[src/rtl/l2_request_arbiter.sv]
// -----------------------------------------------------------------------------
// l2_request_arbiter
//
// Round-robin arbiter that shares the single L2 cache request port among
// NUM_CORES cores. A one-entry registered output stage holds the winning
// request until l2_cache accepts it. It can be refilled in the same cycle it
// drains, which sustains one request per cycle. Each forwarded request is
// tagged with its source core index. A performance event pulses whenever
// more than one core competes on a cycle in which the stage is loaded.
//
// Ports
//   clk                    core clock
//   reset                  asynchronous, active-high
//   req_valid   [N]        core i has a request pending
//   req_packet  [N*PW]     core i packet at [i*PACKET_WIDTH +: PACKET_WIDTH]
//   req_ready   [N]        core i request accepted this cycle (one-hot or 0)
//   l2req_valid            output stage holds a request
//   l2req_packet [PW]      packet presented to l2_cache
//   l2req_core  [CIW]      source core index of l2req_packet
//   l2req_ready            l2_cache accepts l2req_packet this cycle
//   pc_event_arb_conflict  registered pulse: >1 core valid on a load cycle
// -----------------------------------------------------------------------------
module l2_request_arbiter #(
    parameter int NUM_CORES     = 2,
    parameter int PACKET_WIDTH  = 128,
    parameter int CORE_ID_WIDTH = 4
) (
    input  logic                              clk,
    input  logic                              reset,
    input  logic [NUM_CORES-1:0]              req_valid,
    input  logic [NUM_CORES*PACKET_WIDTH-1:0] req_packet,
    output logic [NUM_CORES-1:0]              req_ready,
    output logic                              l2req_valid,
    output logic [PACKET_WIDTH-1:0]           l2req_packet,
    output logic [CORE_ID_WIDTH-1:0]          l2req_core,
    input  logic                              l2req_ready,
    output logic                              pc_event_arb_conflict
);

    localparam logic [CORE_ID_WIDTH-1:0] LAST_CORE = CORE_ID_WIDTH'(NUM_CORES - 1);

    logic                     l2req_valid_q,  l2req_valid_d;
    logic [PACKET_WIDTH-1:0]  l2req_packet_q, l2req_packet_d;
    logic [CORE_ID_WIDTH-1:0] l2req_core_q,   l2req_core_d;
    logic [CORE_ID_WIDTH-1:0] last_grant_q,   last_grant_d;
    logic                     pc_event_q,     pc_event_d;

    logic                     load;
    logic                     any_valid;
    logic                     multi_valid;
    logic [NUM_CORES-1:0]     upper_mask;
    logic [NUM_CORES-1:0]     upper_req;
    logic [NUM_CORES-1:0]     grant;
    logic [CORE_ID_WIDTH-1:0] sel_idx;
    logic [PACKET_WIDTH-1:0]  sel_packet;

    // The stage accepts a new entry when empty or when its current entry
    // leaves this cycle.
    assign load      = !l2req_valid_q || l2req_ready;
    assign any_valid = |req_valid;

    // Clearing the lowest set bit leaves something iff two or more are set.
    assign multi_valid = |(req_valid & (req_valid - NUM_CORES'(1)));

    // Round-robin selection as a two-level priority search: first look at
    // cores strictly above the last grant, and if none is requesting, wrap
    // around to the lowest-numbered requester overall.
    always_comb begin
        upper_mask = '0;
        for (int i = 0; i < NUM_CORES; i++) begin
            upper_mask[i] = (i > int'(last_grant_q));
        end
        upper_req = req_valid & upper_mask;

        grant   = '0;
        sel_idx = '0;
        if (|upper_req) begin
            for (int i = NUM_CORES - 1; i >= 0; i--) begin
                if (upper_req[i]) begin
                    grant   = '0;
                    grant[i] = 1'b1;
                    sel_idx = CORE_ID_WIDTH'(i);
                end
            end
        end else begin
            for (int i = NUM_CORES - 1; i >= 0; i--) begin
                if (req_valid[i]) begin
                    grant   = '0;
                    grant[i] = 1'b1;
                    sel_idx = CORE_ID_WIDTH'(i);
                end
            end
        end
    end

    // One-hot AND-OR mux keeps the packet path free of a variable index.
    always_comb begin
        sel_packet = '0;
        for (int i = 0; i < NUM_CORES; i++) begin
            if (grant[i]) begin
                sel_packet = sel_packet | req_packet[i*PACKET_WIDTH +: PACKET_WIDTH];
            end
        end
    end

    // With a single core the ready signal is just the load condition, so
    // the block behaves as a plain pipeline register.
    generate
        if (NUM_CORES == 1) begin : g_single
            assign req_ready = load;
        end else begin : g_multi
            assign req_ready = load ? grant : '0;
        end
    endgenerate

    always_comb begin
        l2req_valid_d  = l2req_valid_q;
        l2req_packet_d = l2req_packet_q;
        l2req_core_d   = l2req_core_q;
        last_grant_d   = last_grant_q;
        pc_event_d     = load && multi_valid;

        if (load) begin
            if (any_valid) begin
                l2req_valid_d  = 1'b1;
                l2req_packet_d = sel_packet;
                l2req_core_d   = sel_idx;
                last_grant_d   = sel_idx;
            end else begin
                // Empty load: drop valid but keep the packet, the tag and the
                // rotation pointer so fairness survives idle gaps.
                l2req_valid_d = 1'b0;
            end
        end
    end

    always_ff @(posedge clk or posedge reset) begin
        if (reset) begin
            l2req_valid_q  <= 1'b0;
            l2req_packet_q <= '0;
            l2req_core_q   <= '0;
            last_grant_q   <= LAST_CORE;
            pc_event_q     <= 1'b0;
        end else begin
            l2req_valid_q  <= l2req_valid_d;
            l2req_packet_q <= l2req_packet_d;
            l2req_core_q   <= l2req_core_d;
            last_grant_q   <= last_grant_d;
            pc_event_q     <= pc_event_d;
        end
    end

    assign l2req_valid           = l2req_valid_q;
    assign l2req_packet          = l2req_packet_q;
    assign l2req_core            = l2req_core_q;
    assign pc_event_arb_conflict = pc_event_q;

endmodule

[config.mk]
export PLATFORM = sky130hd
export DESIGN_NAME = l2_request_arbiter
export DESIGN_NICKNAME = d
export VERILOG_FILES = /design/src/rtl/l2_request_arbiter.sv
export SDC_FILE = /design/constraint.sdc
export NUM_CORES = 1
export LEC_CHECK = 0
export CAP_MARGIN = 15
export CORE_AREA = 2 2 155 157
export CTS_CLUSTER_DIAMETER = 50
export DETAILED_ROUTE_END_ITERATION = 6
export DIE_AREA = 0 0 157 159
export MAX_ROUTING_LAYER = met4
export PLACE_DENSITY = 0.64
export SLEW_MARGIN = 10
export SYNTH_ARGS = -nofsm -noshare
export SYNTH_HDL_FRONTEND = slang
export SYNTH_SLANG_ARGS = --single-unit
[constraint.sdc]
create_clock -name clk -period 14.53 [get_ports clk]
set_input_delay 4.359 -clock clk [delete_from_list [all_inputs] [get_ports clk]]
set_output_delay 4.359 -clock clk [all_outputs]
set_load 0.005 [all_outputs]
==> results of run 1 <==
## final timing paths
kind | to | slack, ns | depth (start not counted)
worst min-delay path | l2req_core[0]$_DFFE_PP0P_ | 0.49 | 1
worst max-delay path | req_ready[1] | 3.33 | 4
max in group asynchronous | l2req_packet[98]$_DFFE_PP0P_ | 8.79 | 3
min in group asynchronous | l2req_packet[13]$_DFFE_PP0P_ | 4.46 | 2
worst max register to register | l2req_packet[46]$_DFFE_PP0P_ | 11.50 | 4
worst min register to register | l2req_core[0]$_DFFE_PP0P_ | 0.49 | 1
## registers in the layout (all words and copies together) (netlist names)
name / cells
l2req_core: 1
l2req_packet: 128
l2req_valid: 1
last_grant_q: 1
pc_event_arb_conflict: 1
## cells by family after synthesis
group,share of synthesized area
AO/OA/AOI/OAI,0.3777
other,0.0006275
AND/OR/NAND/NOR,0.01068
flip-flops,0.5530
buffers and inverters,0.05800
## critical path, delay by kind of cell
kind                   cells  cell delay, ns
buffers and inverters      2            1.10
and+or+nand+nor            2            1.38
## layer usage
metal  wire [µm]  share of wire  global-route usage  vias to the layer above
li1            -              -                   -                     2579
met1        9563           0.40              0.2261                     2867
met2       11490           0.48              0.3000                      316
met3        2101          0.088             0.06179                       38
met4         696          0.029             0.07465                        0
met5           0              0                   -                        -
## per-stage QoR
| step | cell area, µm² | setup WS (ns) |
|---|---|---|
| after floorplan | 5983 | 5.153 |
| after global routing | 10680 | 3.166 |
| after global placement | 10020 | 3.265 |
| final | 10680 | 3.328 |
| after CTS | 10670 | 3.280 |
| after detailed placement | 10020 | 3.287 |
## final cells by class
class | count | area [µm²]
Clock buffer | 20 | 446.7
Timing Repair Buffer | 398 | 3971
Multi-Input combinational cell | 270 | 2340
Antenna cell | 2 | 5.005
Inverter | 1 | 8.758
Sequential cell | 132 | 3304
Fill cell | 2175 | 12510
Tap cell | 319 | 399.1
Clock inverter | 12 | 203.9
## placed cells by master (no fill, tap or decap)
| master | instances |
|---|---|
| clkbuf_16 | 17 |
| clkdlybuf4s50_1 | 393 |
| clkbuf_1 | 2 |
| a221o_1 | 128 |
| nand2_1 | 2 |
| and3_4 | 2 |
| dfstp_2 | 1 |
| bufinv_16 | 5 |
| conb_1 | 3 |
| a21boi_0 | 128 |
| clkinv_4 | 1 |
| inv_6 | 3 |
| nand2b_4 | 1 |
| nand2b_1 | 2 |
| buf_4 | 5 |
| and3_1 | 1 |
| a21o_1 | 2 |
| diode_2 | 2 |
| clkinv_2 | 1 |
| clkinvlp_4 | 3 |
| dfrtp_1 | 131 |
| or2_4 | 1 |
| clkbuf_8 | 1 |
## power by group through the flow
stage | Combinational (µW) | Sequential (µW) | Clock [µW]
after floorplan | 118 | 467 | 0
after global placement | 343 | 464 | 0
after detailed placement | 346 | 464 | 0
after CTS | 347 | 460 | 498
after global routing | 368 | 467 | 513
final | 342 | 460 | 484
==> impl_metrics.csv, run 1 <==
group,metric,value,unit
outcome,outcome,"finished clean",
synthesis,seq_area_frac_synth,0.5530,
placed_design,dp_hpwl,16090,µm
floorplan,chipHeight,159,µm
route,drtIter0Drc,355,
route,via_count,5800,
sta,setup_tns,0,ns
setup_path,worstPathArrival,6.84,ns
clock_network,numClockSinks,132,
global_route,grt_max_degree,77,
floorplan,start_util,0.2577,
synthesis,synthArstFlopShare,1.000,
pwr,p_switching,319.3,µW
synthesis,syn_inst,461,
finish,finalNonFillerCells,1154,
global_route,grtUsageTotal,0.1908,
synthesis,yosys.cell_count.top_type,"dfrtp_1",
placed_design,dp_cells,1120,
pwr,power_frac_seq,0.358,
synthesis,synth-seq-cells,132,
pwr,clkPwrFrac,0.376,
finish,drive_gt1_frac,0.04922,
pwr,power_density,120.3,nW/µm²
synthesis,synthFlopType,"dfrtp_1",
pwr,leakage,0.004237,µW
hold_path,worstHoldStart,"l2req_core[0]$_DFFE_PP0P_",
clock_network,cts_setup_buffers,0,
clock_network,h-tree-depth,4,
setup_path,cp_max_fo,70,
pwr,power_frac_comb,0.266,
run,drv_cap,0,
pwr,vdd_drop_max,0.00007158,V
setup_path,cpMaxStageDelayCell,"and3_4",
route,drc,0,
synthesis,synthTopCellsByArea,"dfrtp_1 55%, a221o_1 21%, a21boi_0 16%",
setup_path,crit_path_start,"l2req_ready",
sta,slew_headroom,0.4171,
global_route,grt_pass1_wl,35420,µm
setup_path,cp_slowest_stage_delay,0.80,ns
sta,worstMarginPinSlew,0.8743,ns
clock_network,clkTransAtPathRegs,0.06,ns
setup_path,path_cells,"clkdlybuf4s50_1 > nand2b_4 > and3_4 > clkdlybuf4s50_1",
floorplan,rows,56,
sta,finalSetupViolations,0,
setup_path,crit_type,"in -> out",
clock_network,hold_buffers,0,
synthesis,avgSynthCellArea,12.96,µm²
sta,rsz0062_at_grt,"false",
sta,fin_skew,0.01213,ns
sta,post-route-period-util,0.7709,
clock_network,clock_latency,0.41,ns
clock_network,clock_path_buffers,2,
floorplan,ios,397,
finish,final_nets,1081,
sta,finalMaxSlewViolations,0,
floorplan,die-area,24960,µm²
placed_design,place_congestion,0.7701,
global_route,grt_pass1_vias,5981,
sta,hold_viol,0,
global_route,grt.overflow.total,0,
clock_network,cts_resized,0,
sta,holdWs,0.4908,ns
floorplan,core-area,23190,µm²
synthesis,synth.largest_area_cell,"dfrtp_1",
synthesis,synth_edf_count,0,
synthesis,ys_warn_count,0,
synthesis,synth_top_area_frac,0.5486,
route,drtPass1Iterations,4,
route,postRouteAntennaNets,0,
clock_network,numCtsBuffers,17,
sta,max_freq,0.08927,GHz
global_route,antenna_found_initial,2,
setup_path,worstSetupStartpointType,"input port",
finish,syn_to_final_growth,78.71,%
route,wl_per_cell,20.67,µm
pwr,power,1285,µW
sta,fin_crit,11.20,ns
clock_network,cts_tree,"built",
pwr,p_sw_frac,0.2485,
placed_design,port_buffers,393,
pwr,p_int,965.8,µW
setup_path,critPathCaptureType,"output pin",
route,drt_wl_total,23850,µm
route,via_per_inst,5.026,
synthesis,synth_commonest_cells,"131 x dfrtp_1, 128 x a21boi_0, 128 x a221o_1",
hold_path,hp-class,"reg -> reg",
synthesis,synth_cell_type_count,17,
synthesis,syn_area,5976,µm²
setup_path,r2r_start,"l2req_valid$_DFFE_PP0N_",
clock_network,cts_root_buffer,"clkbuf_16",
setup_path,crit_required,10.17,ns
finish,final_core_util,0.4605,
setup_path,crit_top_cell,"clkdlybuf4s50_1",
floorplan,chipWidth,157,µm
Note: power is estimated with default switching activity, not from simulation.
==> run 2: changes to the inputs <==
- clock period: 14.53 -> 11.21 ns (I/O delays scaled with it)
==> impl_metrics.csv, run 2 (same netlist as run 1, synthesis figures left out) <==
group,metric,value,unit
pwr,leakage,0.004203,µW
global_route,grt_max_degree,77,
sta,finalMaxSlewViolations,0,
sta,setup_tns,0,ns
clock_network,hold_buffers,0,
sta,rsz0062_at_grt,"false",
sta,fin_crit,9.202,ns
placed_design,place_congestion,0.7935,
setup_path,cpMaxStageDelayCell,"and3_4",
pwr,clkPwrFrac,0.351,
sta,post-route-period-util,0.8208,
finish,final_nets,1081,
outcome,outcome,"finished clean",
clock_network,h-tree-depth,4,
route,drc,0,
clock_network,numCtsBuffers,17,
clock_network,cts_resized,0,
sta,finalSetupViolations,0,
sta,hold_viol,0,
pwr,power_frac_seq,0.373,
setup_path,path_cells,"clkdlybuf4s50_1 > nand2b_4 > and3_4 > clkdlybuf4s50_1",
clock_network,cts_tree,"built",
global_route,antenna_found_initial,1,
pwr,p_switching,422.5,µW
floorplan,start_util,0.2577,
run,drv_cap,0,
global_route,grtUsageTotal,0.1913,
sta,fin_skew,0.009329,ns
finish,final_core_util,0.4574,
setup_path,cp_max_fo,66,
sta,slew_headroom,0.4578,
finish,regArea,3304,µm²
setup_path,worstSetupStartpointType,"input port",
setup_path,crit_type,"in -> out",
floorplan,rows,56,
finish,syn_to_final_growth,77.51,%
pwr,power_density,151.0,nW/µm²
finish,drive_gt1_frac,0.05042,
floorplan,chipHeight,159,µm
clock_network,clock_path_buffers,2,
pwr,p_int,1179,µW
route,via_count,5691,
finish,finalNonFillerCells,1153,
sta,max_freq,0.1087,GHz
clock_network,clock_latency,0.42,ns
global_route,grt_pass1_vias,5996,
setup_path,crit_required,7.85,ns
setup_path,critPathCaptureType,"output pin",
clock_network,cts_root_buffer,"clkbuf_16",
pwr,p_sw_frac,0.2638,
finish,final_cell_mix,"393 x clkdlybuf4s50_1, 131 x dfrtp_1, 128 x a21boi_0, 128 x a221o_1, 17 x clkbuf_16",
hold_path,hp-class,"reg -> reg",
setup_path,worstPathArrival,5.84,ns
clock_network,cts_setup_buffers,0,
route,postRouteAntennaNets,0,
finish,largest_reg_flops,128,
placed_design,port_buffers,393,
floorplan,die-area,24960,µm²
floorplan,ios,397,
setup_path,reg2reg_slack,8.24,ns
clock_network,numClockSinks,132,
setup_path,critPathBufInv,2,
route,drtIter0Drc,400,
setup_path,critPathTopFamily,"simple AND/OR/NAND/NOR gates",
clock_network,clkTransAtPathRegs,0.06,ns
floorplan,core-area,23190,µm²
finish,fill_cells,2175,
finish,layout_commonest_cell,"clkdlybuf4s50_1",
route,wl_per_cell,20.70,µm
global_route,grt_pass1_wl,35380,µm
route,drt_wl_total,23860,µm
pwr,vdd_drop_max,0.00007904,V
route,drtPass1Iterations,4,
setup_path,crit_top_cell,"clkdlybuf4s50_1",
placed_design,dp_cells,1120,
sta,worstMarginPinSlew,0.8133,ns
placed_design,dp_hpwl,16350,µm
global_route,grt.overflow.total,0,
finish,multi_input_area,2340,µm²
floorplan,chipWidth,157,µm
setup_path,cp_slowest_stage_delay,0.84,ns
pwr,power_frac_comb,0.276,
route,via_per_inst,4.936,
## run 2: worst paths after layout
kind                                            from                       endpoint  depth (start not counted)
setup / recovery                         l2req_ready                   req_ready[1]                          4
hold / removal             l2req_core[0]$_DFFE_PP0P_      l2req_core[0]$_DFFE_PP0P_                          1
setup reg to reg             l2req_valid$_DFFE_PP0N_   l2req_packet[51]$_DFFE_PP0P_                          4
hold reg to reg            l2req_core[0]$_DFFE_PP0P_      l2req_core[0]$_DFFE_PP0P_                          1
max in group asynchronous                      reset   l2req_packet[95]$_DFFE_PP0P_                          3
min in group asynchronous                      reset  l2req_packet[122]$_DFFE_PP0P_                          2
## run 2: routing by layer
layer | routed length (µm) | vias to the layer above | share of wire | global-route usage
met5 | 0 | - | 0 | -
met4 | 545 | 0 | 0.023 | 0.06589
met3 | 1992 | 31 | 0.083 | 0.05661
met2 | 11640 | 297 | 0.49 | 0.3128
met1 | 9682 | 2780 | 0.41 | 0.2233
li1 | - | 2583 | - | -
## run 2: metrics by stage
stage               cell area (µm²)  total power (µW)  hold slack, ns  setup WS, ns
floorplan                      5983             757.9          0.4740         3.825
global placement              10020              1046          0.4746         1.972
detailed placement            10020              1050          0.4657         1.982
CTS                           10610              1626          0.4951         1.972
global route                  10610              1684          0.5337         1.874
finish                        10610              1602          0.4912         2.008
## run 2: layout make-up
cell class                 instances  area share
clock buffer                      18     0.04046
sequential                       132      0.3115
multi-input combinational        270      0.2206
tap                              319     0.03763
timing repair buffer             398      0.3744
clock inverter                    14     0.01439
inverter                           1   0.0008257
antenna                            1   0.0002359
## run 2: power groups by stage
stage | Sequential, µW | Clock (µW) | Combinational (µW)
after floorplan | 605 | 0 | 153
after global placement | 603 | 0 | 443
after detailed placement | 603 | 0 | 447
after CTS | 598 | 580 | 449
after global routing | 607 | 601 | 476
final | 597 | 562 | 443
## run 2: worst register-to-register path, stage by stage (launching register included)
cell and delay [ns]:
dfrtp_1 0.43, nand2b_4 0.51, and3_4 0.85, buf_4 0.82
a221o_1 0.30
==> run 3: changes to the inputs <==
- PLACE_DENSITY: 0.64 -> 0.66
- clock period: 11.21 -> 7.6 ns (I/O delays scaled with it)
==> impl_metrics.csv, run 3 (same netlist as run 1, synthesis figures left out) <==
group,metric,value,unit
global_route,antenna_found_initial,0,
finish,fill_cells,2151,
clock_network,clkTransAtPathRegs,0.06,ns
clock_network,cts_resized,0,
finish,layout_commonest_cell,"clkdlybuf4s50_1",
sta,fin_crit,5.821,ns
clock_network,h-tree-depth,4,
floorplan,ios,397,
setup_path,critPathCaptureType,"output pin",
setup_path,crit_type,"in -> out",
placed_design,place_congestion,0.8009,
setup_path,worstSetupStartpointType,"input port",
finish,syn_to_final_growth,78.85,%
floorplan,start_util,0.2577,
route,drtIter0Drc,320,
floorplan,rows,56,
global_route,grt.overflow.total,0,
pwr,leakage,0.004253,µW
run,drv_cap,0,
sta,hold_viol,0,
setup_path,r2r_start,"last_grant_q[0]$_DFFE_PP1P_",
hold_path,hp-class,"reg -> reg",
clock_network,hold_buffers,0,
sta,finalSetupViolations,0,
sta,finalMaxSlewViolations,0,
clock_network,clock_path_buffers,2,
setup_path,crit_path_start,"l2req_ready",
route,via_per_inst,4.979,
clock_network,cts_root_buffer,"clkbuf_16",
placed_design,placed_cell_area,10050,µm²
floorplan,chipHeight,159,µm
pwr,power_density,228.2,nW/µm²
route,postRouteAntennaNets,0,
sta,holdWs,0.4876,ns
route,drtPass1Iterations,4,
placed_design,dp_cells,1123,
route,wl_per_cell,20.16,µm
finish,final_cell_mix,"393 x clkdlybuf4s50_1, 131 x dfrtp_1, 128 x a21boi_0, 128 x a221o_1, 17 x clkbuf_16",
global_route,grt_max_degree,93,
outcome,outcome,"finished clean",
clock_network,cts_setup_buffers,0,
sta,setup_tns,0,ns
pwr,vdd_drop_max,0.0001273,V
setup_path,worstPathArrival,3.54,ns
setup_path,crit_required,5.32,ns
sta,slew_headroom,0.3927,
sta,setup_ws,1.779,ns
sta,fin_skew,0.01174,ns
finish,diodes,0,
finish,post-route-cell-area,10690,µm²
placed_design,dp_hpwl,15640,µm
global_route,grt_pass1_wl,34730,µm
global_route,grt_pass1_vias,6034,
setup_path,cp_max_fo,4,
placed_design,port_buffers,393,
sta,post-route-period-util,0.7660,
clock_network,cts_tree,"built",
finish,final_nets,1084,
clock_network,numCtsBuffers,17,
floorplan,core-area,23190,µm²
route,drt_wl_total,23260,µm
sta,worstMarginPinSlew,0.9110,ns
floorplan,chipWidth,157,µm
global_route,grtUsageTotal,0.1833,
route,via_count,5746,
clock_network,clock_latency,0.41,ns
sta,max_freq,0.1718,GHz
hold_path,worstHoldStart,"l2req_core[0]$_DFFE_PP0P_",
placed_design,dp_slack,1.780,ns
clock_network,numClockSinks,132,
route,drc,0,
finish,drive_gt1_frac,0.05389,
finish,largest_reg_flops,128,
floorplan,die-area,24960,µm²
finish,finalNonFillerCells,1154,
sta,rsz0062_at_grt,"false",
[run 3: changes by cell type in the layout (fill, tap and decap cells not counted), sizes merged]
cell      previous run  this run
clkinvlp             4         2
buf                  5         8
clkbuf              18        20
bufinv               2         4
inv                  5         2
diode                1         0
[run 3: metal layers]
layer,vias up,track usage,wire (µm)
met5,-,-,0
met4,0,0.04337,297
met3,18,0.05253,1826
met2,267,0.2970,11180
met1,2871,0.2257,9962
li1,2590,-,-
[run 3: worst paths after layout]
kind | endpoint | slack (ns) | cells past startpoint
hold / removal | l2req_core[0]$_DFFE_PP0P_ | 0.49 | 1
hold reg to reg | l2req_core[0]$_DFFE_PP0P_ | 0.49 | 1
min in group asynchronous | l2req_packet[33]$_DFFE_PP0P_ | 2.43 | 2
setup reg to reg | l2req_packet[117]$_DFFE_PP0P_ | 4.96 | 5
setup / recovery | req_ready[1] | 1.78 | 4
max in group asynchronous | l2req_packet[59]$_DFFE_PP0P_ | 3.99 | 3
[run 3: layout make-up]
cell class                      instances  area (µm²)  share of cell area
Timing Repair Buffer                  401        3994              0.3737
Sequential cell                       132        3304              0.3092
Multi-Input combinational cell        270        2340              0.2189
Clock buffer                           20       466.7             0.04367
Tap cell                              319       399.1             0.03734
Clock inverter                         11       175.2             0.01639
Inverter                                1       8.758           0.0008195
[run 3: critical path, cell delays in order]
cell             delay (ns)
clkdlybuf4s50_1        0.45
nand2b_4               0.13
and3_4                 0.18
clkdlybuf4s50_1        0.50
[run 3: where the power goes]
group / switching [µW] / total (µW) / internal, µW
clock network: 325 / 902 / 577
logic: 223 / 658 / 436
registers: 60.9 / 879 / 819
total: 609 / 2440 / 1830
[run 3: stage by stage]
stage,total power [µW],util
5_1_grt,2556,0.4608
3_3_place_gp,1546,0.4332
2_1_floorplan,1118,-
4_1_cts,2475,0.4608
3_5_place_dp,1550,0.4332
6_report,2439,0.4608
